$ cat src/rtl/maindec_pkg.sv
// +----------------------------------------------------------------------+
// | maindec_pkg: shared types, opcodes and control helpers for maindec   |
// | Revision: 1.0                                                        |
// +----------------------------------------------------------------------+
`default_nettype none

package maindec_pkg;

  typedef enum logic [2:0] {FETCH, DECODE, EXEC, MEM, WB, TRAP} state_t;
  typedef enum logic [2:0] {NONE, RTYPE, LDUR, STUR, CBZ, ILLEGAL} class_t;

  localparam int          OP_BASE_W = 11;
  localparam logic [10:0] OP_LDUR   = 11'b111_1100_0010;
  localparam logic [10:0] OP_STUR   = 11'b111_1100_0000;
  localparam logic [10:0] OP_ADD    = 11'b100_0101_1000;
  localparam logic [10:0] OP_SUB    = 11'b110_0101_1000;
  localparam logic [10:0] OP_AND    = 11'b100_0101_0000;
  localparam logic [10:0] OP_ORR    = 11'b101_0101_0000;
  localparam logic [7:0]  OP_CBZ_HI = 8'b1011_0100;

  localparam logic [1:0] ALUOP_MEM = 2'b00;
  localparam logic [1:0] ALUOP_BR  = 2'b01;
  localparam logic [1:0] ALUOP_R   = 2'b10;

  typedef struct packed {
    logic       reg2loc;
    logic       alusrc;
    logic       memtoreg;
    logic [1:0] aluop;
  } ctrl_t;

  // Datapath mux settings per instruction class; unused classes drive 0.
  function automatic ctrl_t static_ctrl(input class_t c);
    ctrl_t r;
    r = '0;
    case (c)
      RTYPE:   r.aluop = ALUOP_R;
      LDUR:    begin r.alusrc = 1'b1; r.memtoreg = 1'b1; r.aluop = ALUOP_MEM; end
      STUR:    begin r.reg2loc = 1'b1; r.alusrc = 1'b1; r.aluop = ALUOP_MEM; end
      CBZ:     begin r.reg2loc = 1'b1; r.aluop = ALUOP_BR; end
      default: r = '0;
    endcase
    return r;
  endfunction

endpackage

`default_nettype wire

$ cat src/rtl/maindec_mc_if.sv
// +----------------------------------------------------------------------+
// | maindec_mc_if: instruction/memory inputs and datapath control bus    |
// | Revision: 1.0                                                        |
// +----------------------------------------------------------------------+
`default_nettype none

interface maindec_mc_if #(
  parameter int OP_W  = 11,
  parameter int CNT_W = 32
);
  logic [OP_W-1:0]  Op;
  logic             mem_ready;
  logic             Reg2Loc;
  logic             ALUSrc;
  logic             MemtoReg;
  logic             RegWrite;
  logic             MemRead;
  logic             MemWrite;
  logic             Branch;
  logic [1:0]       ALUOp;
  logic             IRWrite;
  logic             PCWrite;
  logic             illegal;
  logic             mem_timeout;
  logic [CNT_W-1:0] retired;

  // master: the decoder; slave: instruction register and datapath side
  modport master (
    input  Op, mem_ready,
    output Reg2Loc, ALUSrc, MemtoReg, RegWrite, MemRead, MemWrite, Branch,
           ALUOp, IRWrite, PCWrite, illegal, mem_timeout, retired
  );
  modport slave (
    output Op, mem_ready,
    input  Reg2Loc, ALUSrc, MemtoReg, RegWrite, MemRead, MemWrite, Branch,
           ALUOp, IRWrite, PCWrite, illegal, mem_timeout, retired
  );
endinterface

`default_nettype wire

$ cat src/rtl/maindec_class.sv
// +----------------------------------------------------------------------+
// | maindec_class: combinational LEGv8 opcode -> instruction class       |
// | Revision: 1.0                                                        |
// +----------------------------------------------------------------------+
`default_nettype none

module maindec_class
  import maindec_pkg::*;
#(
  parameter int OP_W = 11
) (
  input  logic [OP_W-1:0] Op,
  output class_t          cls
);

  logic w_hi_zero;

  // Opcode bits above the base field must be zero for a legal instruction.
  generate
    if (OP_W > OP_BASE_W) begin : g_wide
      assign w_hi_zero = ~|Op[OP_W-1:OP_BASE_W];
    end else begin : g_exact
      assign w_hi_zero = 1'b1;
    end
  endgenerate

  always_comb begin
    cls = ILLEGAL;
    if (w_hi_zero) begin
      if (Op[10:0] == OP_LDUR)                 cls = LDUR;
      else if (Op[10:0] == OP_STUR)            cls = STUR;
      else if (Op[10:3] == OP_CBZ_HI)          cls = CBZ;
      else if (Op[10:0] == OP_ADD || Op[10:0] == OP_SUB ||
               Op[10:0] == OP_AND || Op[10:0] == OP_ORR)
                                               cls = RTYPE;
    end
  end

endmodule

`default_nettype wire

$ cat src/rtl/maindec_mc.sv
// +----------------------------------------------------------------------+
// | maindec_mc: multi-cycle LEGv8 main decoder FSM (MAINDEC_MC_TRAP_EN   |
// | makes illegal opcodes trap until reset). Revision: 1.0               |
// +----------------------------------------------------------------------+
`default_nettype none

module maindec_mc
  import maindec_pkg::*;
#(
  parameter int OP_W         = 11,
  parameter int MEM_WAIT_MAX = 16,
  parameter int CNT_W        = 32
) (
  input  logic         clk,
  input  logic         reset,
  maindec_mc_if.master bus
);

  localparam int WC_W = (MEM_WAIT_MAX > 1) ? $clog2(MEM_WAIT_MAX) : 1;

  state_t           state_q, state_d;
  class_t           cls_q, cls_d;
  class_t           w_cls;
  ctrl_t            w_ctrl;
  logic             run_q, run_d;
  logic [WC_W-1:0]  wcnt_q, wcnt_d;
  logic [CNT_W-1:0] retired_q, retired_d;
  logic             w_wait_limit;

  maindec_class #(.OP_W(OP_W)) u_class (
    .Op  (bus.Op),
    .cls (w_cls)
  );

  generate
    if (MEM_WAIT_MAX > 0) begin : g_timeout
      assign w_wait_limit = (wcnt_q == WC_W'(MEM_WAIT_MAX - 1));
    end else begin : g_no_timeout
      assign w_wait_limit = 1'b0;
    end
  endgenerate

  always_ff @(posedge clk or negedge reset) begin
    if (!reset) begin
      state_q   <= FETCH;
      cls_q     <= NONE;
      run_q     <= 1'b0;
      wcnt_q    <= '0;
      retired_q <= '0;
    end else begin
      state_q   <= state_d;
      cls_q     <= cls_d;
      run_q     <= run_d;
      wcnt_q    <= wcnt_d;
      retired_q <= retired_d;
    end
  end

  // run_q keeps every output low until the first clock after reset release,
  // so the FETCH strobes never appear while reset is held.
  always_comb begin
    state_d         = state_q;
    cls_d           = cls_q;
    run_d           = 1'b1;
    wcnt_d          = wcnt_q;
    retired_d       = retired_q;
    w_ctrl          = '0;
    bus.IRWrite     = 1'b0;
    bus.PCWrite     = 1'b0;
    bus.RegWrite    = 1'b0;
    bus.MemRead     = 1'b0;
    bus.MemWrite    = 1'b0;
    bus.Branch      = 1'b0;
    bus.illegal     = 1'b0;
    bus.mem_timeout = 1'b0;
    if (run_q) begin
      if (state_q == EXEC || state_q == MEM || state_q == WB)
        w_ctrl = static_ctrl(cls_q);
      unique case (state_q)
        FETCH: begin
          bus.IRWrite = 1'b1;
          bus.PCWrite = 1'b1;
          state_d     = DECODE;
        end
        DECODE: begin
          cls_d = w_cls;
          if (w_cls == ILLEGAL) begin
            bus.illegal = 1'b1;
`ifdef MAINDEC_MC_TRAP_EN
            state_d     = TRAP;
`else
            retired_d   = retired_q + CNT_W'(1);
            state_d     = FETCH;
`endif
          end else begin
            state_d = EXEC;
          end
        end
        EXEC: begin
          wcnt_d = '0;
          case (cls_q)
            CBZ: begin
              bus.Branch = 1'b1;
              retired_d  = retired_q + CNT_W'(1);
              state_d    = FETCH;
            end
            LDUR, STUR: state_d = MEM;
            RTYPE:      state_d = WB;
            default:    state_d = FETCH;
          endcase
        end
        MEM: begin
          bus.MemRead  = (cls_q == LDUR);
          bus.MemWrite = (cls_q == STUR);
          // A ready on the limit cycle wins over the timeout.
          if (bus.mem_ready) begin
            if (cls_q == LDUR) begin
              state_d = WB;
            end else begin
              retired_d = retired_q + CNT_W'(1);
              state_d   = FETCH;
            end
          end else if (w_wait_limit) begin
            bus.mem_timeout = 1'b1;
            state_d         = FETCH;
          end else begin
            wcnt_d = wcnt_q + WC_W'(1);
          end
        end
        WB: begin
          bus.RegWrite = 1'b1;
          retired_d    = retired_q + CNT_W'(1);
          state_d      = FETCH;
        end
        TRAP: begin
          bus.illegal = 1'b1;
        end
        default: state_d = FETCH;
      endcase
    end
  end

  assign bus.Reg2Loc  = w_ctrl.reg2loc;
  assign bus.ALUSrc   = w_ctrl.alusrc;
  assign bus.MemtoReg = w_ctrl.memtoreg;
  assign bus.ALUOp    = w_ctrl.aluop;
  assign bus.retired  = retired_q;

endmodule

`default_nettype wire

$ cat src/flat_wrapper.sv
// flat-port wrapper written by rule: the top's interface ports become plain ports
module maindec_mc_flat import maindec_pkg::*;
#(
  parameter int OP_W         = 11,
  parameter int MEM_WAIT_MAX = 16,
  parameter int CNT_W        = 32
)
  (clk, reset, bus_Op, bus_mem_ready, bus_Reg2Loc, bus_ALUSrc, bus_MemtoReg, bus_RegWrite, bus_MemRead, bus_MemWrite, bus_Branch, bus_ALUOp, bus_IRWrite, bus_PCWrite, bus_illegal, bus_mem_timeout, bus_retired);
  maindec_mc_if #(.OP_W(OP_W), .CNT_W(CNT_W)) bus_i ();
  input  logic clk;
  input  logic reset;
  input wire logic [$bits(bus_i.Op)-1:0] bus_Op;
  input wire logic [$bits(bus_i.mem_ready)-1:0] bus_mem_ready;
  output wire logic [$bits(bus_i.Reg2Loc)-1:0] bus_Reg2Loc;
  output wire logic [$bits(bus_i.ALUSrc)-1:0] bus_ALUSrc;
  output wire logic [$bits(bus_i.MemtoReg)-1:0] bus_MemtoReg;
  output wire logic [$bits(bus_i.RegWrite)-1:0] bus_RegWrite;
  output wire logic [$bits(bus_i.MemRead)-1:0] bus_MemRead;
  output wire logic [$bits(bus_i.MemWrite)-1:0] bus_MemWrite;
  output wire logic [$bits(bus_i.Branch)-1:0] bus_Branch;
  output wire logic [$bits(bus_i.ALUOp)-1:0] bus_ALUOp;
  output wire logic [$bits(bus_i.IRWrite)-1:0] bus_IRWrite;
  output wire logic [$bits(bus_i.PCWrite)-1:0] bus_PCWrite;
  output wire logic [$bits(bus_i.illegal)-1:0] bus_illegal;
  output wire logic [$bits(bus_i.mem_timeout)-1:0] bus_mem_timeout;
  output wire logic [$bits(bus_i.retired)-1:0] bus_retired;
  assign bus_i.Op = bus_Op;
  assign bus_i.mem_ready = bus_mem_ready;
  assign bus_Reg2Loc = bus_i.Reg2Loc;
  assign bus_ALUSrc = bus_i.ALUSrc;
  assign bus_MemtoReg = bus_i.MemtoReg;
  assign bus_RegWrite = bus_i.RegWrite;
  assign bus_MemRead = bus_i.MemRead;
  assign bus_MemWrite = bus_i.MemWrite;
  assign bus_Branch = bus_i.Branch;
  assign bus_ALUOp = bus_i.ALUOp;
  assign bus_IRWrite = bus_i.IRWrite;
  assign bus_PCWrite = bus_i.PCWrite;
  assign bus_illegal = bus_i.illegal;
  assign bus_mem_timeout = bus_i.mem_timeout;
  assign bus_retired = bus_i.retired;
  maindec_mc #(.OP_W(OP_W), .MEM_WAIT_MAX(MEM_WAIT_MAX), .CNT_W(CNT_W)) u_core (.clk(clk), .reset(reset), .bus(bus_i));
endmodule
$ cat config.mk
export PLATFORM = sky130hd
export DESIGN_NAME = maindec_mc_flat
export DESIGN_NICKNAME = d
export VERILOG_FILES = /design/src/rtl/maindec_pkg.sv /design/src/rtl/maindec_mc_if.sv /design/src/rtl/maindec_class.sv /design/src/rtl/maindec_mc.sv /design/src/flat_wrapper.sv
export SDC_FILE = /design/constraint.sdc
export NUM_CORES = 1
export LEC_CHECK = 0
export ABC_AREA = 1
export ABC_CLOCK_PERIOD_IN_PS = 4500
export BUFFER_PORTS_ARGS = -buffer_cell sky130_fd_sc_hd__buf_2
export CORE_ASPECT_RATIO = 0.5
export CORE_MARGIN = 2
export CORE_UTILIZATION = 61
export DETAILED_ROUTE_END_ITERATION = 10
export MAX_ROUTING_LAYER = met4
export PLACE_DENSITY_LB_ADDON = 0.2
export SETUP_SLACK_MARGIN = 0.5
export SLEW_MARGIN = 20
export SYNTH_ARGS = -nofsm -noshare
export SYNTH_HDL_FRONTEND = slang
export SYNTH_HIERARCHICAL = 1
export SYNTH_SLANG_ARGS = --single-unit
$ cat constraint.sdc
create_clock -name clk -period 4.5 [get_ports clk]
set_input_delay 0.225 -clock clk [delete_from_list [all_inputs] [get_ports clk]]
set_output_delay 0.225 -clock clk [all_outputs]
set_load 0.02 [all_outputs]
==> results.yml, run 1 <==
status:
  status: "completed"
place:
  place_area_sq_um: 3451
  hpwl_um: 5399
  gp_congestion: 0.9223
  numPortBuffers: 58
critical_path:
  critPathKind: "reg2out"
  worstPathMaxFanout: 8
  reg2reg_to: "u_core/bus.retired[30]"
  endpoint_kind: "output pin"
  crit_buf_inv: 1
  required_ps: 4280
  cp-start-kind: "flip-flop"
  path_common_cell: "nand2_1"
  cp_cell_sequence: "nor2_1 -> nand2_1 -> o21ai_0 -> nand2_1 -> nor4_1 -> buf_2"
  critical-path-max-stage-delay_ps: 480
  crit_family: "simple AND/OR/NAND/NOR gates"
  slowest_stage: "dfrtp_1"
  r2r-start: "u_core/bus.retired[0]"
  arrival_ps: 1850
  reg2regPathDepth: 10
  r2r_setup_slack_ps: 2560
synthesis:
  yosys_most_used_dff: "dfrtp_1"
  yosys_warnings: 6
  synth_common_cells: "204 x nand2_1, 77 x nor2_1, 43 x dfrtp_1"
  yosys.area_share.xor_xnor_pct: 3.863
  yosysTopAreaCell: "dfrtp_1"
  synth_edf_count: 0
  syn_area_per_cell_sq_um: 6.439
  ys_seq_area_share_pct: 33.90
  synth_most_common_cell: "nand2_1"
  syn_nets: 509
  yosys.area_share.simple_pct: 49.74
  ys_ff_latch: 43
  synth_cells: 493
  synthArstFlopShare_pct: 100.0
  synth_compound_area_share_pct: 3.311
  synthDistinctLibCells: 29
  synth_top_area_share_pct: 33.90
  syn-cell-area_sq_um: 3174
  synth_fa_ha_area_share_pct: 0.7883
  synthTopCellsByArea: "dfrtp_1 34%, nand2_1 24%, nor2_1 9.1%, nand2_2 6.3%, inv_1 5.0%"
  synth_top_family_by_area: "simple AND/OR/NAND/NOR gates"
  synthMuxAreaShare_pct: 0
global_routing:
  grt_use_met2_pct: 48.06
  grt_pass1_wl_um: 12340
  gr-usage-met1_pct: 35.02
  grt_max_degree: 44
  gr-usage-met3_pct: 5.972
  grt.total_usage_pct: 28.27
  grt_busiest_layer: "met2"
  antenna_found_initial: 0
  grt_pass1_vias: 2763
  overflow: 0
sta:
  tightest_slew_ps: 625.4
  finalSetupTns_ps: 0
  relSlewSlack_pct: 58.31
  min_period_over_period_pct: 46.04
  setup_violations: 0
  fin_hold_ws_ps: 372.8
  fin_skew_ps: 10.20
  final_max_slew_viol_count: 0
  layout_min_cycle_time_ps: 2072
  max_freq_mhz: 482.7
  hold_viol: 0
  rsz0062_at_grt: "no"
min_path:
  hold-path-endpoint: "u_core/cls_q[1]"
  holdPathStages: 6
  worstHoldPathType: "in2reg"
  min-delay-start: "bus_Op[0]"
cts:
  cts_tree: "built"
  clk_pin_slew_ps: 80
  clk_path_buf_depth: 2
  clk_latency_ps: 310
  cts_max_level: 2
  cts_made_buffers: 5
  cts_sinks: 43
  cts-root-buf: "clkbuf_8"
floorplanning:
  ioPinCount: 59
  start_util_pct: 63.78
  num_rows: 18
  die_area_sq_um: 5832
  fp.dieH_um: 55.01
  die_w_um: 106.0
  core_area_sq_um: 4977
final_layout:
  nets: 568
  fin_area_sq_um: 3573
  area_growth_pct: 12.57
  layout-drive-gt1-share_pct: 19.89
  n_antenna_cell: 0
  fin_util_pct: 71.79
power_and_ir_drop:
  power.density_nw_per_um2: 241.0
  p_leak_nw: 1.883
  total_power_mw: 0.8611
  ir_worst_vdd_v: 0.0001972
job:
  cap_viol_max_count: 0
detailed_routing:
  drc: 0
  firstDrtPassIters: 5
  vias: 3187
  drt.antenna.violating_nets: 0
  drt_first_iter_violations: 155
  drt-vias-per-instance: 5.116
  wl_um: 7393
  wl_per_cell_um: 11.87
[metrics by stage]
step / worst slack, ps / instances
6_report: 2428 / 623
5_1_grt: 2242 / 623
4_1_cts: 2426 / 621
3_5_place_dp: 2568 / 613
3_3_place_gp: 2618 / 613
2_1_floorplan: 2676 / 493
[sequential cells by signal, indices dropped and copies added (netlist names)]
name and flops:
u_core/wcnt_q 4, u_core/run_q 1, u_core/bus.retired 32, u_core/state_q 3, u_core/cls_q 3
[cell usage in the layout (no fill, tap or decap), types with 2 or more instances in the layout]
cell	count
xor2_1	8
ha_1	2
nand3_2	2
nor4_1	2
buf_2	58
clkbuf_8	5
nand3_1	25
nor3_1	8
xnor2_1	6
nand2_1	204
nand4_1	2
dfrtp_1	43
inv_1	42
nand2_2	32
nor2_1	77
a21oi_1	6
nor2_8	2
o21ai_0	12
nor2_2	3
[worst max path at each step]
stage | from | slack (ps) | cells after the start | endpoint
detailed placement | bus_Op[7] | 2570 | 16 | u_core/bus.retired[13]
CTS | u_core/state_q[1] | 2430 | 6 | bus_ALUOp[1]
finish | u_core/state_q[1] | 2430 | 6 | bus_ALUOp[1]
global placement | bus_Op[7] | 2620 | 16 | u_core/bus.retired[13]
floorplan | u_core/state_q[1] | 2680 | 6 | bus_ALUOp[1]
global route | u_core/state_q[1] | 2240 | 6 | bus_ALUOp[1]
[metal layers]
layer  vias to the layer above  wire, um
met5                         -         0
met4                         0        99
met3                        11       514
met2                       102      3373
met1                      1447      3404
li1                       1627         -
[area by class of cell]
| class | instances | area [sq um] |
|---|---|---|
| clock buffer | 6 | 72.57 |
| inverter | 43 | 161.4 |
| timing repair buffer | 60 | 327.8 |
| clock inverter | 2 | 12.51 |
| multi-input combinational | 399 | 1836 |
| fill | 458 | 1404 |
| sequential | 43 | 1076 |
| tap | 70 | 87.58 |
[report_power, final]
group          internal [mW]  switching [mW]
Combinational         0.0583           0.120
Clock                  0.109           0.136
Sequential             0.406          0.0328
Total                  0.572           0.289
[kinds of logic after synthesis]
group | after synthesis
AND/OR/NAND/NOR | 362
buffers and inverters | 51
flip-flops | 43
AO/OA/AOI/OAI | 20
XOR/XNOR | 14
adder cells (fa/ha/maj) | 2
other | 1
[tightest hold or removal path, stage by stage]
cell     delay [ps]
buf_2            90
nor3_1           50
nand2_1          80
inv_1            50
inv_1            60
o21ai_0          80
[timing repair]
action / CTS / global route
setup buffers: 0 / 0
hold buffers: 0 / 1
endpoints found under the hold margin: 0 / 21
resized for setup: 0 / 0
No activity file was read; power rests on OpenSTA's default activity.
==> inputs of run 2 (changes only) <==
--- a/config.mk
+++ b/config.mk
@@ -6,11 +6,11 @@
 export NUM_CORES = 1
 export LEC_CHECK = 0
 export ABC_AREA = 1
-export ABC_CLOCK_PERIOD_IN_PS = 4500
+export ABC_CLOCK_PERIOD_IN_PS = 1750
 export BUFFER_PORTS_ARGS = -buffer_cell sky130_fd_sc_hd__buf_2
 export CORE_ASPECT_RATIO = 0.5
 export CORE_MARGIN = 2
-export CORE_UTILIZATION = 61
+export CORE_UTILIZATION = 51
 export DETAILED_ROUTE_END_ITERATION = 10
 export MAX_ROUTING_LAYER = met4
 export PLACE_DENSITY_LB_ADDON = 0.2
==> constraint.sdc (replaced) <==
create_clock -name clk -period 1.75 [get_ports clk]
set_input_delay 0.0875 -clock clk [delete_from_list [all_inputs] [get_ports clk]]
set_output_delay 0.0875 -clock clk [all_outputs]
set_load 0.02 [all_outputs]
==> results.yml, run 2 (same netlist as run 1, synthesis figures left out) <==
status:
  status: "completed"
floorplanning:
  core_area_sq_um: 6031
  die_area_sq_um: 6909
  die_w_um: 115.6
  start_util_pct: 52.63
  num_rows: 20
  fp.dieH_um: 59.79
  ioPinCount: 59
sta:
  rsz0062_at_grt: "yes"
  layout_min_cycle_time_ps: 1664
  fin_skew_ps: 7.847
  finalSetupTns_ps: 0
  hold_viol: 0
  setup_violations: 0
  min_period_over_period_pct: 95.11
  relSlewSlack_pct: 59.40
  tightest_slew_ps: 609.0
  final_max_slew_viol_count: 0
  max_freq_mhz: 600.8
critical_path:
  worstPathMaxFanout: 4
  required_ps: 1970
  cp-start-kind: "flip-flop"
  arrival_ps: 1890
  endpoint_kind: "flip-flop"
  critPathKind: "reg2reg"
detailed_routing:
  drt_first_iter_violations: 159
  drc: 0
  drt-vias-per-instance: 5.135
  wl_per_cell_um: 13.79
  firstDrtPassIters: 4
  vias: 3435
  drt.antenna.violating_nets: 0
  wl_um: 9224
cts:
  clk_pin_slew_ps: 60
  cts_made_buffers: 5
  cts_max_level: 2
  cts_tree: "built"
  cts_sinks: 43
  cts-root-buf: "clkbuf_16"
  clk_path_buf_depth: 2
  clk_latency_ps: 290
final_layout:
  mostFrequentLayoutCells: "184 x nand2_1, 56 x nor2_1, 46 x buf_2, 42 x nand2_2, 35 x inv_1"
  final_common_cell: "nand2_1"
  finalNonFillerCells: 669
  n_antenna_cell: 0
  largest_reg_flops: 32
  layout-drive-gt1-share_pct: 36.49
  nets: 597
  area_growth_pct: 40.48
global_routing:
  grt_pass1_vias: 3080
  grt_max_degree: 33
  antenna_found_initial: 0
  grt.total_usage_pct: 27.65
  overflow: 0
  grt_pass1_wl_um: 14420
job:
  cap_viol_max_count: 0
min_path:
  worstHoldPathType: "in2reg"
place:
  numPortBuffers: 58
  hpwl_um: 5705
  gp_congestion: 0.9232
  dp.cells: 637
power_and_ir_drop:
  power.density_nw_per_um2: 620.0
  ir_worst_vdd_v: 0.0004096
  p_leak_nw: 2.188
[run 2: critical path, stage by stage, from the launching register on]
cell	delay [ps]
dfrtp_2	460
buf_6	160
nand3_4	80
nor2_4	50
buf_12	120
nor2_8	110
nand2_4	80
nor2_8	160
buf_12	140
clkbuf_16	140
nand2_2	40
nand2_1	60
[run 2: power by group]
part / switching (mW) / internal (mW) / total (mW)
sequential: 0.0982 / 1.05 / 1.15
clock: 0.374 / 0.522 / 0.897
combinational: 0.415 / 0.300 / 0.715
[run 2: routing by layer]
metal,global-route usage (%),up-vias,wire length [um]
li1,-,1694,-
met1,34.40,1620,4048
met2,46.20,105,4466
met3,5.071,16,546
met4,9.294,0,162
met5,-,-,0
[run 2: final timing paths]
path	slack, ps	start	to	cells after the start
max reg2reg	90	u_core/state_q[1]	u_core/bus.retired[8]	11
min in group asynchronous	340	reset	u_core/cls_q[0]	2
min	240	bus_Op[2]	u_core/cls_q[1]	6
min reg2reg	510	u_core/wcnt_q[0]	u_core/wcnt_q[0]	1
max	90	u_core/state_q[1]	u_core/bus.retired[8]	11
max in group asynchronous	810	reset	u_core/bus.retired[12]	3
[run 2: stage by stage]
step                      instance area [sq um]  setup WS, ps  hold slack [ps]  util, %  power, mW
final                                      4459         85.56            242.8    73.94      2.765
after global routing                       4459         23.76            300.3    73.94      2.891
after CTS                                  4193         121.2            238.9    69.52      2.708
after detailed placement                   3684         103.8            135.5    61.08      1.692
after global placement                     3684         111.8            127.6    61.08      1.689
after floorplan                            3302         339.6           -208.1        -      1.542
[run 2: final cells by class]
class	instances	area, sq um
Tap cell	88	110.1
Inverter	43	173.9
Sequential cell	43	1092
Multi-Input combinational cell	399	2193
Timing Repair Buffer	89	757.0
Fill cell	471	1572
Clock buffer	7	132.6
[run 2: timing repair]
action / in CTS / in global routing
endpoints found under the hold margin: 24 / 0
hold buffers: 1 / 0
pin swaps: 22 / 27
gates cloned: 2 / 1
buffers inserted: 14 / 7
endpoints found under the setup margin: 52 / 54
resized for setup: 58 / 47
==> inputs of run 3 (changes only) <==
--- a/config.mk
+++ b/config.mk
@@ -8,10 +8,11 @@
 export ABC_AREA = 1
 export ABC_CLOCK_PERIOD_IN_PS = 1750
 export BUFFER_PORTS_ARGS = -buffer_cell sky130_fd_sc_hd__buf_2
-export CORE_ASPECT_RATIO = 0.5
+export CORE_ASPECT_RATIO = 0.7
 export CORE_MARGIN = 2
 export CORE_UTILIZATION = 51
 export DETAILED_ROUTE_END_ITERATION = 10
+export HOLD_SLACK_MARGIN = 0.05
 export MAX_ROUTING_LAYER = met4
 export PLACE_DENSITY_LB_ADDON = 0.2
 export SETUP_SLACK_MARGIN = 0.5
==> results.yml, run 3 (same netlist as run 1, synthesis figures left out) <==
status:
  status: "completed"
place:
  gp_congestion: 0.9799
  hpwl_um: 6213
  place_area_sq_um: 3726
  numPortBuffers: 58
cts:
  cts_sinks: 43
  clk_path_buf_depth: 2
  cts-root-buf: "clkbuf_8"
  clk_latency_ps: 310
  cts_made_buffers: 5
  clk_pin_slew_ps: 90
  cts_tree: "built"
  cts_max_level: 2
floorplanning:
  num_rows: 24
  core_area_sq_um: 6126
  ioPinCount: 59
  start_util_pct: 51.82
  die_w_um: 98.30
  die_area_sq_um: 6881
  fp.dieH_um: 70.01
sta:
  hold_viol: 0
  setup_violations: 0
  min_period_over_period_pct: 99.08
  finalSetupTns_ps: 0
  fin_skew_ps: 13.20
  relSlewSlack_pct: 63.07
  rsz0062_at_grt: "yes"
  final_max_slew_viol_count: 0
  tightest_slew_ps: 554.0
  max_freq_mhz: 576.7
  layout_min_cycle_time_ps: 1734
  fin_hold_ws_ps: 227.8
critical_path:
  endpoint_kind: "output pin"
  reg2regPathDepth: 10
  r2r_setup_slack_ps: 70
  cp-start-kind: "flip-flop"
  critical-path-max-stage-delay_ps: 430
  critPathKind: "reg2out"
  required_ps: 1660
  r2r-start: "u_core/state_q[2]"
  slowest_stage: "dfrtp_1"
  cp_cell_sequence: "buf_6 -> nor2_4 -> nand2_2 -> o21ai_4 -> nand2_4 -> nor2_4 -> a21oi_2 -> inv_2 -> buf_6"
  worstPathMaxFanout: 4
  arrival_ps: 1650
  reg2reg_to: "u_core/bus.retired[27]"
job:
  cap_viol_max_count: 0
final_layout:
  n_antenna_cell: 0
  nets: 591
  fin_util_pct: 68.50
  num-fill-cells: 520
  fin_area_sq_um: 4197
  mostFrequentLayoutCells: "196 x nand2_1, 57 x nor2_1, 47 x buf_2, 37 x nand2_2, 35 x inv_1"
  final_common_cell: "nand2_1"
  largest_reg_flops: 32
  layout-drive-gt1-share_pct: 33.33
  area_growth_pct: 32.20
power_and_ir_drop:
  ir_worst_vdd_v: 0.0003444
  power.density_nw_per_um2: 649.0
  total_power_mw: 2.724
  p_leak_nw: 2.053
detailed_routing:
  drt_first_iter_violations: 411
  wl_um: 9289
  firstDrtPassIters: 5
  drc: 0
  vias: 3477
  drt.antenna.violating_nets: 0
  drt-vias-per-instance: 5.317
  wl_per_cell_um: 14.20
min_path:
  worstHoldPathType: "in2reg"
  hold-path-endpoint: "u_core/cls_q[0]"
  holdPathStages: 6
  min-delay-start: "bus_Op[1]"
global_routing:
  grt_pass1_vias: 2998
  antenna_found_initial: 0
  grt_max_degree: 44
  overflow: 0
  grt.total_usage_pct: 26.15
  grt_pass1_wl_um: 14140
==> run 3: cell count changes in the layout (fill, tap and decap cells not counted), moves of 4 or more <==
cell / before / now
nor2_4: 17 / 12
nand2_2: 42 / 37
nor2_2: 8 / 12
clkbuf_8: 0 / 5
nand2_4: 11 / 4
clkbuf_16: 6 / 1
nand2_1: 184 / 196
==> run 3: routing by layer <==
layer / share of wire [%] / track usage (%)
met5: 0 / -
met4: 1.2 / 7.154
met3: 7.9 / 4.605
met2: 44 / 37.94
met1: 47 / 37.85
==> run 3: what timing repair did <==
action / CTS / global route
setup endpoints to repair: 52 / 55
gates cloned: 1 / 1
setup buffers: 8 / 4
pin swaps: 10 / 4
endpoints found under the hold margin: 43 / 0
resized for setup: 33 / 27
hold buffers: 1 / 0
==> run 3: worst max-delay path, delay by kind of cell (launching register included) <==
kind | cells | cell delay (ps)
DFF | 1 | 430
buffers and inverters | 3 | 310
AOI/OAI and AO/OA | 2 | 140
and+or+nand+nor | 4 | 450
==> run 3: layout make-up <==
| type | count | area, sq um | share of cell area, % |
|---|---|---|---|
| Sequential cell | 43 | 1091 | 26.00 |
| Clock inverter | 2 | 60.06 | 1.431 |
| Multi-Input combinational cell | 399 | 2063 | 49.17 |
| Timing Repair Buffer | 83 | 645.6 | 15.38 |
| Inverter | 43 | 166.4 | 3.965 |
| Clock buffer | 6 | 72.57 | 1.729 |
| Tap cell | 78 | 97.59 | 2.326 |
==> run 3: power by group <==
group,internal [mW],switching (mW)
combinational,0.266,0.370
clock,0.571,0.363
sequential,1.05,0.101
total,1.89,0.834
==> run 3: worst max path at each step <==
stage | from | endpoint
after floorplan | u_core/state_q[1] | bus_Reg2Loc
after global routing | u_core/state_q[1] | bus_Reg2Loc
after CTS | u_core/state_q[1] | bus_Reg2Loc
after global placement | u_core/bus.retired[0] | u_core/bus.retired[25]
after detailed placement | bus_Op[7] | u_core/bus.retired[19]
final | u_core/state_q[1] | bus_Reg2Loc
==> run 3: through the flow <==
step / setup WS, ps / std cells
6_report: 16.08 / 654
5_1_grt: -34.54 / 654
3_5_place_dp: 96.24 / 631
3_3_place_gp: 159.0 / 631
4_1_cts: 132.2 / 649
2_1_floorplan: 339.6 / 493
